[src/rtl/if_fetch_sequencer.sv]
// Instruction-fetch sequencer: owns the PC, issues single-outstanding word fetches,
// and hands each instruction to decode through a one-entry output buffer.
module if_fetch_sequencer #(
    parameter int unsigned     XLEN         = 32,
    parameter int unsigned     IF_LEN       = 32,
    parameter int unsigned     IF_INC       = 4,
    parameter logic [XLEN-1:0] IF_BASE_ADDR = 32'h1000_0000,
    parameter logic [XLEN-1:0] IF_MAX_ADDR  = 32'h1000_3FFF
) (
    input  logic              clk,
    input  logic              rst_n,
    input  logic              redirect_valid,
    input  logic [XLEN-1:0]   redirect_addr,
    input  logic              stall,
    output logic              mem_req,
    output logic [XLEN-1:0]   mem_addr,
    input  logic              mem_ack,
    input  logic              mem_rvalid,
    input  logic [IF_LEN-1:0] mem_rdata,
    output logic              if_valid,
    output logic [IF_LEN-1:0] if_instr,
    output logic [XLEN-1:0]   if_pc,
    output logic              fault,
    output logic [XLEN-1:0]   fault_addr,
    output logic [2:0]        dbg_state
);

    // Handshakes: a fetch transfers on a cycle with mem_req && mem_ack, and mem_req/mem_addr
    // hold until then (only a redirect may retarget early). Data returns on mem_rvalid at
    // least one cycle later. Decode takes the buffer on a cycle with if_valid && !stall.
    typedef enum logic [2:0] {
        S_BOOT  = 3'd0,
        S_REQ   = 3'd1,
        S_WAIT  = 3'd2,
        S_DRAIN = 3'd3,
        S_FAULT = 3'd4
    } state_t;

    // Window checks use one extra bit so that pc+IF_INC-1 cannot wrap back into range.
    localparam logic [XLEN:0]   W_BASE = {1'b0, IF_BASE_ADDR};
    localparam logic [XLEN:0]   W_MAX  = {1'b0, IF_MAX_ADDR};
    localparam logic [XLEN:0]   W_SPAN = (XLEN+1)'(IF_INC - 1);
    localparam logic [XLEN-1:0] W_INC  = XLEN'(IF_INC);

    state_t              r_state;
    state_t              w_next_state;
    logic [XLEN-1:0]     r_pc;
    logic                r_drop;
    logic                r_if_valid;
    logic [IF_LEN-1:0]   r_if_instr;
    logic [XLEN-1:0]     r_if_pc;
    logic                r_fault;
    logic [XLEN-1:0]     r_fault_addr;

    logic [XLEN:0]       w_pc_ext;
    logic [XLEN:0]       w_pc_end;
    logic                w_pc_legal;
    logic                w_req;
    logic                w_redirect;
    logic                w_outstanding;
    logic                w_accept;
    logic                w_consume;

    assign w_pc_ext      = {1'b0, r_pc};
    assign w_pc_end      = w_pc_ext + W_SPAN;
    assign w_pc_legal    = (r_pc[1:0] == 2'b00) && (w_pc_ext >= W_BASE) && (w_pc_end <= W_MAX);
    assign w_req         = (r_state == S_REQ) && w_pc_legal;
    assign w_redirect    = redirect_valid && (r_state != S_BOOT);
    assign w_outstanding = ((r_state == S_WAIT) && !mem_rvalid) || (w_req && mem_ack);
    assign w_accept      = (r_state == S_WAIT) && mem_rvalid && !r_drop && !w_redirect;
    assign w_consume     = (r_state == S_DRAIN) && r_if_valid && !stall;

    always_ff @(posedge clk or negedge rst_n) begin
        if (!rst_n) begin
            r_state <= S_BOOT;
        end else begin
            r_state <= w_next_state;
        end
    end

    always_comb begin
        w_next_state = r_state;
        if (w_redirect) begin
            w_next_state = w_outstanding ? S_WAIT : S_REQ;
        end else begin
            unique case (r_state)
                S_BOOT:  w_next_state = S_REQ;
                S_REQ: begin
                    if (!w_pc_legal) begin
                        w_next_state = S_FAULT;
                    end else if (mem_ack) begin
                        w_next_state = S_WAIT;
                    end
                end
                S_WAIT: begin
                    if (mem_rvalid) begin
                        w_next_state = r_drop ? S_REQ : S_DRAIN;
                    end
                end
                S_DRAIN: begin
                    if (w_consume) begin
                        w_next_state = S_REQ;
                    end
                end
                S_FAULT: w_next_state = S_FAULT;
                default: w_next_state = S_BOOT;
            endcase
        end
    end

    always_comb begin
        mem_req    = w_req;
        mem_addr   = r_pc;
        if_valid   = r_if_valid;
        if_instr   = r_if_instr;
        if_pc      = r_if_pc;
        fault      = r_fault;
        fault_addr = r_fault_addr;
        dbg_state  = r_state;
    end

    always_ff @(posedge clk or negedge rst_n) begin
        if (!rst_n) begin
            r_pc <= IF_BASE_ADDR;
        end else if (w_redirect) begin
            r_pc <= redirect_addr;
        end else if (w_accept) begin
            r_pc <= r_pc + W_INC;
        end
    end

    // A redirect with a fetch in flight leaves exactly one stale response to discard.
    always_ff @(posedge clk or negedge rst_n) begin
        if (!rst_n) begin
            r_drop <= 1'b0;
        end else if (w_redirect) begin
            r_drop <= w_outstanding;
        end else if ((r_state == S_WAIT) && mem_rvalid) begin
            r_drop <= 1'b0;
        end
    end

    always_ff @(posedge clk or negedge rst_n) begin
        if (!rst_n) begin
            r_if_valid <= 1'b0;
            r_if_instr <= '0;
            r_if_pc    <= '0;
        end else if (w_redirect) begin
            r_if_valid <= 1'b0;
        end else if (w_accept) begin
            r_if_valid <= 1'b1;
            r_if_instr <= mem_rdata;
            r_if_pc    <= r_pc;
        end else if (w_consume) begin
            r_if_valid <= 1'b0;
        end
    end

    always_ff @(posedge clk or negedge rst_n) begin
        if (!rst_n) begin
            r_fault      <= 1'b0;
            r_fault_addr <= '0;
        end else if (w_redirect) begin
            if (r_state == S_FAULT) begin
                r_fault <= 1'b0;
            end
        end else if ((r_state == S_REQ) && !w_pc_legal) begin
            r_fault      <= 1'b1;
            r_fault_addr <= r_pc;
        end
    end

endmodule
[config.mk]
export PLATFORM = sky130hd
export DESIGN_NAME = if_fetch_sequencer
export DESIGN_NICKNAME = d
export VERILOG_FILES = /design/src/rtl/if_fetch_sequencer.sv
export SDC_FILE = /design/constraint.sdc
export NUM_CORES = 1
export LEC_CHECK = 0
export ABC_AREA = 1
export CAP_MARGIN = 20
export CORE_MARGIN = 5
export CORE_UTILIZATION = 53
export CTS_BUF_LIST = sky130_fd_sc_hd__clkbuf_8
export DETAILED_ROUTE_END_ITERATION = 8
export PLACE_DENSITY = 0.88
export SYNTH_ARGS = -nofsm -noshare
export SYNTH_HDL_FRONTEND = slang
export SYNTH_SLANG_ARGS = --single-unit
[constraint.sdc]
create_clock -name clk -period 6 [get_ports clk]
set_input_delay 1.2 -clock clk [delete_from_list [all_inputs] [get_ports clk]]
set_output_delay 1.2 -clock clk [all_outputs]
set_load 0.03 [all_outputs]
======== Word-level counts from Yosys, hierarchy flattened ========
Index checks and enable logic that the tools add are counted.
word-level totals
  bits in registers ....................... 134
  latch bits .............................. 0
  RAM bits ................................ 0
  memory bits (read-only) ................. 0
  bits of input ports ..................... 70
  output and inout port bits .............. 134
  logic and storage cells ................. 68
  memories ................................ 0
cells by class
  add/subtract/negate cells ............... 2
  multipliers ............................. 0
  divide/modulo/power cells ............... 0
  $lt $le $gt $ge ......................... 2
  equality and inequality tests ........... 8
  shifts and indexed selects .............. 0
  muxes and demuxes ....................... 18
  bitwise gates (word level) .............. 1
  reductions and logical operators ........ 29
operators by type and width
  kind                                                                 number
  two-way mux 32 bit                                                   2
  adder 32 x 2 -> 33 bit, second input constant                        1
  less-or-equal comparator 33 x 29 -> 1 bit, second input constant     1
  adder 32 x 3 -> 32 bit, second input constant                        1
  greater-or-equal comparator 32 x 29 -> 1 bit, second input constant  1
  two-way mux 3 bit                                                    5
  one-hot mux 3 bit (5 select lines)                                   1
  logical AND 1 bit                                                    12
  two-way mux 1 bit                                                    8
  equality test 3 x 2 -> 1 bit, second input constant                  2
  inequality test 3 bit, second input constant                         2
  AND reduction 2 bit                                                  3
  nonzero test 2 bit                                                   3
  nonzero test 3 bit                                                   2
  logical NOT 1 bit                                                    5
  two-way mux 2 bit                                                    2
  inequality test 4 bit, second input constant                         1
  equality test 3 x 1 -> 1 bit, second input constant                  1
  equality test 3 bit, second input constant                           1
  logical NOT 3 bit                                                    1
  AND reduction 3 bit                                                  1
  logical NOT 2 bit                                                    1
  inequality test 2 x 1 -> 1 bit, second input constant                1
  logical OR 1 bit                                                     1
  NOT 1 bit                                                            1

======== Depth between registers and ports, before layout ========
Gate-level depths: netlist of the first run.
  word-level depth ........................ 8
  gate-level depth with buffers ........... 23

======== Worst setup path after synthesis of the first run ========
OpenSTA, ideal clock, no wires.
  path kind ............................... register to output
  start point ............................. register r_pc[0] (netlist: mem_addr[0])
  end point ............................... output port mem_req
  arrival time ............................ 2.676 ns
  required time ........................... 4.800 ns
  path slack .............................. 2.124 ns
  stages on the path, launching flop included .. 18
  buffers on the path ..................... 0
  cells stage by stage .................... dfrtp_1 -> inv_1 -> ha_1 -> inv_1 -> nand2_1 -> nor2_2 -> nand3_1 -> o21ai_1 -> nand2_1 -> nor2_1 -> nand2_1 -> nor2_1 -> nand3_1 -> nand2_1 -> inv_1 -> o21ai_1 -> nand2_1 -> nor2_1
on the way
  cells in the longest elaborated chain, start to end .. 4
  elaborated cells on any way between the ends .. 7
RTL lines
  element                                                                         RTL line  RTL
  start, declared                                                                 47        logic [XLEN-1:0] r_pc;
  start signal, assigned                                                          126       r_pc <= redirect_addr;
  start signal, assigned                                                          128       r_pc <= r_pc + W_INC;
  adder 32 x 2 -> 33 bit, or another cell as far along                            65        assign w_pc_end = w_pc_ext + W_SPAN;
  less-or-equal comparator 33 x 29 -> 1 bit or logical AND 1 bit (tied branches)  66        assign w_pc_legal = (r_pc[1:0] == 2'b00) && (w_pc_ext >= W_BASE) && (w_pc_end <= W_MAX);
  logical AND 1 bit (*)                                                           66
  logical AND 1 bit (*)                                                           67        assign w_req = (r_state == S_REQ) && w_pc_legal;
  end, declared                                                                   15        output logic mem_req,
Mark *: on every way between the ends. The rest lies on a longest branch, timed or not.

======== Worst setup path after layout of the first run ========
  start point ............................. register r_pc[2] (netlist: mem_addr[2])
  end point ............................... output port mem_req
on the way
  cells in the longest elaborated chain, start to end .. 4
  elaborated cells on any way between the ends .. 6
RTL lines
  element                                                                                 RTL line
  adder 32 x 2 -> 33 bit or greater-or-equal comparator 32 x 29 -> 1 bit (tied branches)  65, 66
  less-or-equal comparator 33 x 29 -> 1 bit or logical AND 1 bit (tied branches)          66
  logical AND 1 bit (*)                                                                   66
  logical AND 1 bit (*)                                                                   67
Marked as above.

==> flow_metrics.py, run 1 <==
metrics = {
    "route": {
        "dr.pass1.iters": 5,
        "drt_iter0_markers": 566,
        "postRouteWirelength_um": 21900,
        "viasPerCell": 5.30,
        "drc": 0,
        "post_drt_wl_per_cell_um": 17.0,
        "vias": 6809,
        "drtAntennaViolNets": 0,
    },
    "grt": {
        "grt.overflow.total": 0,
        "grt_max_degree": 71,
        "antenna_found_initial": 0,
        "grt_pass1_vias": 6881,
        "grt_pass1_wl_um": 35200,
        "grt_usage": 0.281,
    },
    "yosys": {
        "synth_cell_types": 38,
        "ys_seq_area_frac": 0.477,
        "synthTopCellsByCount": "336 x nand2_1, 133 x dfrtp_1, 79 x nor2_1, 68 x inv_1, 43 x o21ai_0",
        "synthFlopType": "dfrtp_1",
        "synth_seq_cells": 134,
        "synth_most_common_cell": "nand2_1",
        "yosysWarnings": 0,
        "synth_cells": 898,
        "avgSynthCellArea_um2": 7.83,
        "syn-num-nets": 972,
        "synth_top_cell_by_area": "dfrtp_1",
        "synth_top_area_frac": 0.473,
        "synth_edf_count": 0,
        "async_flop_share": 1.00,
        "synth_area_leaders": "dfrtp_1 47%, nand2_1 18%, xor2_1 4.2%",
        "syn_area_um2": 7030,
    },
    "run_status": {
        "status": "finished, final reports clean",
    },
    "cts": {
        "postCtsHoldBufs": 0,
        "clk_pin_slew_ns": 0.07,
        "clk_path_buf_depth": 2,
        "cts_resized": 0,
        "post_cts_buffers": 0,
        "htreeDepth": 4,
        "insertion_delay_ns": 0.46,
        "clock-sinks": 134,
        "cts_tree": "done",
        "cts_buffers": 17,
        "cts-root-buf": "clkbuf_8",
    },
    "flow_run": {
        "max-cap-violations": 0,
    },
    "timing": {
        "finalClockSkew_ns": 0.0124,
        "finalSetupViolCount": 0,
        "worstMarginPinSlew_ns": 0.923,
        "timing.final.hold_violations": 0,
        "setup_tns_ns": 0,
        "finalMaxSlewViolations": 0,
        "slew-limit-headroom": 0.385,
        "rsz0062_at_grt": "false",
        "fin_crit_ns": 4.88,
        "setup_slack_ns": 1.12,
        "period_share": 0.813,
        "fmax_ghz": 0.205,
    },
    "final_layout": {
        "instances_no_fill": 1285,
        "fin_nets": 1171,
        "diodes": 0,
        "area_growth_pct": 36.4,
        "final_area_um2": 9590,
        "drive_above_1_share": 0.0848,
    },
    "setup_path": {
        "crit_required_ns": 4.80,
        "cp_slowest_stage_delay_ns": 0.69,
        "crit_chain": "inv_2 > nor2_2 > nand2_2 > nor3_2 > nand4_1 > or2_2 > a221oi_1 > nand2_1 > nor2_1 > clkdlybuf4s50_1",
        "crit_buf_inv": 2,
        "r2r-start": "mem_addr[2]",
        "start_kind": "flop",
        "arrival_ns": 3.68,
        "crit_fanout": 7,
        "critPathSlowestCell": "clkdlybuf4s50_1",
        "worst-setup-path-type": "flop to output pin",
        "startpoint": "mem_addr[2]",
        "end_kind": "output pin",
        "critPathTopFamily": "simple AND/OR/NAND/NOR gates",
    },
    "power": {
        "ir_drop_mv": 0.342,
        "finalPower_uw": 5330,
        "leakagePower_uw": 0.00435,
        "power_density_nw_per_um2": 556,
    },
    "min_path": {
        "hp-class": "flop to flop",
        "hp-start": "if_instr[1]",
    },
    "floorplan": {
        "core_um2": 13100,
        "std_cell_rows": 42,
        "dieWidth_um": 125,
        "die_area_um2": 15700,
        "ios": 204,
        "start_util": 0.535,
        "die_h_um": 125,
    },
    "placement": {
        "io_buffers": 203,
        "dpl_cell_area_um2": 9200,
        "dp_cells": 1254,
        "gp_congestion": 1.00,
        "hpwl_um": 16800,
        "dp_slack_ns": 1.65,
    },
}
power by group:
group	internal, uW	total, uW	switching, uW	leakage, uW
registers	1280	1650	367	0.00175
logic	1090	2930	1840	0.00240
clock network	410	755	344	0.000205
total	2780	5330	2550	0.00435
worst min-delay path: stages (launching register included):
cell	delay, ns
dfrtp_1	0.34
nand2_1	0.05
nand2_1	0.05
area by class of cell:
class / instances / area (um^2)
Clock buffer: 18 / 248
Clock inverter: 13 / 143
Sequential cell: 134 / 3350
Fill cell: 1074 / 3540
Inverter: 71 / 268
Multi-Input combinational cell: 663 / 3250
Timing Repair Buffer: 210 / 2110
Tap cell: 176 / 220
cells in the final DEF (no fill, tap or decap), drive strengths merged:
| cell type | count |
|---|---|
| a221oi | 1 |
| nor2 | 95 |
| clkinvlp | 3 |
| nor4 | 2 |
| nand2 | 349 |
| xnor2 | 2 |
| buf | 8 |
| a22oi | 1 |
| and2 | 2 |
| o21ai | 79 |
| xor2 | 34 |
| clkbuf | 18 |
| nand4 | 10 |
| o221ai | 23 |
| clkinv | 4 |
| inv | 74 |
| bufinv | 3 |
| ha | 4 |
| a31oi | 2 |
| o2111ai | 1 |
| nor3 | 14 |
| nand3 | 31 |
| dfrtp | 133 |
| clkdlybuf4s50 | 202 |
| o31ai | 5 |
| or2 | 2 |
| o211ai | 3 |
| a21oi | 3 |
| dfstp | 1 |
final timing paths:
path | endpoint | slack (ns) | depth (start not counted)
min reg2reg | if_instr[1] | 0.47 | 2
max reg2reg | fault_addr[6] | 2.17 | 12
max in group asynchronous | if_instr[2] | 3.99 | 2
max | mem_req | 1.12 | 10
min in group asynchronous | if_pc[8] | 0.71 | 1
min | if_instr[1] | 0.47 | 2
stage by stage:
step | util | hold WS, ns
floorplan | - | 0.520
global placement | 0.698 | 0.452
detailed placement | 0.700 | 0.457
CTS | 0.730 | 0.475
global route | 0.730 | 0.484
finish | 0.730 | 0.472
cell families (layout without fill, tap and decap cells):
logic type / Yosys count / after routing / share of synthesized area
buf+inv: 101 / 312 / 0.0612
compound gates: 118 / 118 / 0.112
xor+xnor: 36 / 36 / 0.0448
fa+ha+maj: 4 / 4 / 0.00712
simple gates: 505 / 505 / 0.298
flops: 134 / 134 / 0.477
sequential cells by signal, summed over array words and instances, names as in the netlist:
signal      flops
fault_addr     32
if_instr       32
if_pc          32
mem_addr       32
dbg_state       3
fault           1
if_valid        1
r_drop          1
metal layers:
metal	wire, um	vias up	track usage
li1	-	3280	-
met1	9080	3174	0.356
met2	10200	305	0.450
met4	595	0	0.107
met5	0	-	0
met3	1990	50	0.0930
Power figures use the tool's default switching activity.
==> run 2: changes to the inputs <==
--- a/config.mk
+++ b/config.mk
@@ -8,10 +8,10 @@
 export ABC_AREA = 1
 export CAP_MARGIN = 20
 export CORE_MARGIN = 5
-export CORE_UTILIZATION = 53
+export CORE_UTILIZATION = 50
 export CTS_BUF_LIST = sky130_fd_sc_hd__clkbuf_8
 export DETAILED_ROUTE_END_ITERATION = 8
-export PLACE_DENSITY = 0.88
+export PLACE_DENSITY = 0.84
 export SYNTH_ARGS = -nofsm -noshare
 export SYNTH_HDL_FRONTEND = slang
 export SYNTH_SLANG_ARGS = --single-unit
==> constraint.sdc (replaced) <==
create_clock -name clk -period 5 [get_ports clk]
set_input_delay 1 -clock clk [delete_from_list [all_inputs] [get_ports clk]]
set_output_delay 1 -clock clk [all_outputs]
set_load 0.03 [all_outputs]
==> run 2 against run 1 <==
Against the previous run: total power grew 19%; wire length grew 2.4%; via count grew 0.48%; final area shrank 0.30%; global-route usage shrank 0.47 points; sequential share of layout area grew 0.11 points; sequential power grew 20%; register-to-register slack lost 0.77 ns; die area grew 5.5%; core utilization shrank 3.8 points; first-iteration DRC count shrank 11%; critical path depth grew 6; critical path type unchanged; largest cell class unchanged; largest power group unchanged; highest routed layer unchanged.
==> flow_metrics.py, run 2 (synthesis gave the netlist of run 1 again) <==
metrics = {
    "run_status": {
        "status": "finished, final reports clean",
    },
    "route": {
        "drc": 0,
        "drt_iter0_markers": 503,
        "dr.pass1.iters": 5,
        "drtAntennaViolNets": 0,
        "post_drt_wl_per_cell_um": 17.4,
        "vias": 6842,
        "viasPerCell": 5.30,
        "postRouteWirelength_um": 22400,
    },
    "floorplan": {
        "ios": 204,
        "die_h_um": 129,
        "start_util": 0.509,
        "dieWidth_um": 129,
        "core_um2": 13800,
        "die_area_um2": 16500,
        "std_cell_rows": 43,
    },
    "cts": {
        "clk_pin_slew_ns": 0.07,
        "cts-root-buf": "clkbuf_8",
        "cts_resized": 0,
        "clk_path_buf_depth": 2,
        "cts_buffers": 17,
        "post_cts_buffers": 0,
        "insertion_delay_ns": 0.45,
        "cts_tree": "done",
        "clock-sinks": 134,
        "htreeDepth": 4,
        "postCtsHoldBufs": 0,
    },
    "final_layout": {
        "nFillCells": 1193,
        "final_common_cell": "nand2_1",
        "drive_above_1_share": 0.0856,
        "diodes": 0,
        "final_cell_mix": "336 x nand2_1, 202 x clkdlybuf4s50_1, 133 x dfrtp_1, 78 x nor2_1, 72 x inv_1",
        "fin_nets": 1171,
        "area_growth_pct": 36.0,
    },
    "placement": {
        "io_buffers": 203,
        "gp_congestion": 0.986,
        "hpwl_um": 16900,
    },
    "grt": {
        "grt.overflow.total": 0,
        "antenna_found_initial": 0,
        "grt_usage": 0.276,
        "grt_pass1_wl_um": 35600,
        "grt_max_degree": 103,
        "grt_pass1_vias": 6787,
    },
    "min_path": {
        "hold_depth": 2,
        "hp-class": "flop to flop",
    },
    "power": {
        "ir_drop_mv": 0.399,
        "power_density_nw_per_um2": 662,
        "finalPower_uw": 6330,
        "leakagePower_uw": 0.00434,
    },
    "setup_path": {
        "start_kind": "flop",
        "crit_chain": "ha_1 > nand2_1 > nor2_2 > nand3_1 > o21ai_1 > nand2_1 > nor2_1 > nand2_1 > nor2_1 > nand3_1 > nand2_1 > inv_1 > o21ai_1 > nand2_1 > nor2_1 > clkdlybuf4s50_1",
        "crit_fanout": 7,
        "crit_required_ns": 4.00,
        "critPathSlowestCell": "clkdlybuf4s50_1",
        "worst_r2r_path_depth": 18,
        "end_kind": "output pin",
        "arrival_ns": 3.67,
        "worst_path_most_repeated_cell": "nand2_1",
        "worst-setup-path-type": "flop to output pin",
        "cp_slowest_stage_delay_ns": 0.69,
    },
    "timing": {
        "worstMarginPinSlew_ns": 0.913,
        "finalMaxSlewViolations": 0,
        "setup_tns_ns": 0,
        "rsz0062_at_grt": "false",
        "slew-limit-headroom": 0.391,
        "finalSetupViolCount": 0,
        "timing.final.hold_violations": 0,
        "period_share": 0.934,
        "fin_crit_ns": 4.67,
        "fmax_ghz": 0.214,
        "finalClockSkew_ns": 0.0123,
    },
    "flow_run": {
        "max-cap-violations": 0,
    },
}
run 2: layout make-up:
| class | instances | area (um^2) | area share |
|---|---|---|---|
| flip-flops and latches | 134 | 3350 | 0.351 |
| clock inverters | 12 | 88.8 | 0.00929 |
| inverters | 71 | 268 | 0.0280 |
| repair buffers | 210 | 2100 | 0.219 |
| clock buffers | 20 | 275 | 0.0288 |
| well taps | 180 | 225 | 0.0235 |
| multi-input cells | 663 | 3250 | 0.340 |
run 2: metal layers:
layer  share of wire  vias up  GRT usage  routed length, um
met1            0.41     3235      0.346               9160
met4           0.020        0     0.0920                452
met3           0.097       36     0.0892               2170
met2            0.47      282      0.454              10600
met5               0        -          0                  0
li1                -     3289          -                  -
run 2: power by group:
part / switching [uW] / internal (uW) / leakage (uW)
combinational: 2210 / 1300 / 0.00240
clock: 410 / 421 / 0.000199
sequential: 441 / 1540 / 0.00175
total: 3060 / 3260 / 0.00434
run 2: through the flow:
| step | cells | utilization | setup WS (ns) | area [um^2] | hold WS, ns |
|---|---|---|---|---|---|
| after detailed placement | 1258 | 0.665 | 0.847 | 9200 | 0.458 |
| after floorplan | 898 | - | 1.32 | 7030 | 0.520 |
| final | 1290 | 0.692 | 0.330 | 9560 | 0.474 |
| after global placement | 1258 | 0.665 | 0.867 | 9200 | 0.453 |
| after global routing | 1290 | 0.692 | 0.0333 | 9560 | 0.498 |
| after CTS | 1290 | 0.692 | 0.339 | 9560 | 0.476 |
run 2: critical path, delay by kind of cell, from the launching register on:
family | cells | cell delay (ns)
flip-flops | 1 | 0.54
adder cells (fa/ha/maj) | 1 | 0.32
AND/OR/NAND/NOR | 11 | 1.30
buffers and inverters | 2 | 0.73
AO/OA/AOI/OAI | 2 | 0.34
run 2: final timing paths:
path / from / endpoint / slack [ns]
worst max-delay path: mem_addr[2] / mem_req / 0.33
worst min-delay path: if_instr[1] / if_instr[1] / 0.47
worst max register to register: mem_addr[2] / fault_addr[19] / 1.40
worst min register to register: if_instr[1] / if_instr[1] / 0.47
max in group asynchronous: rst_n / mem_addr[28] / 3.33
min in group asynchronous: rst_n / if_pc[13] / 0.66
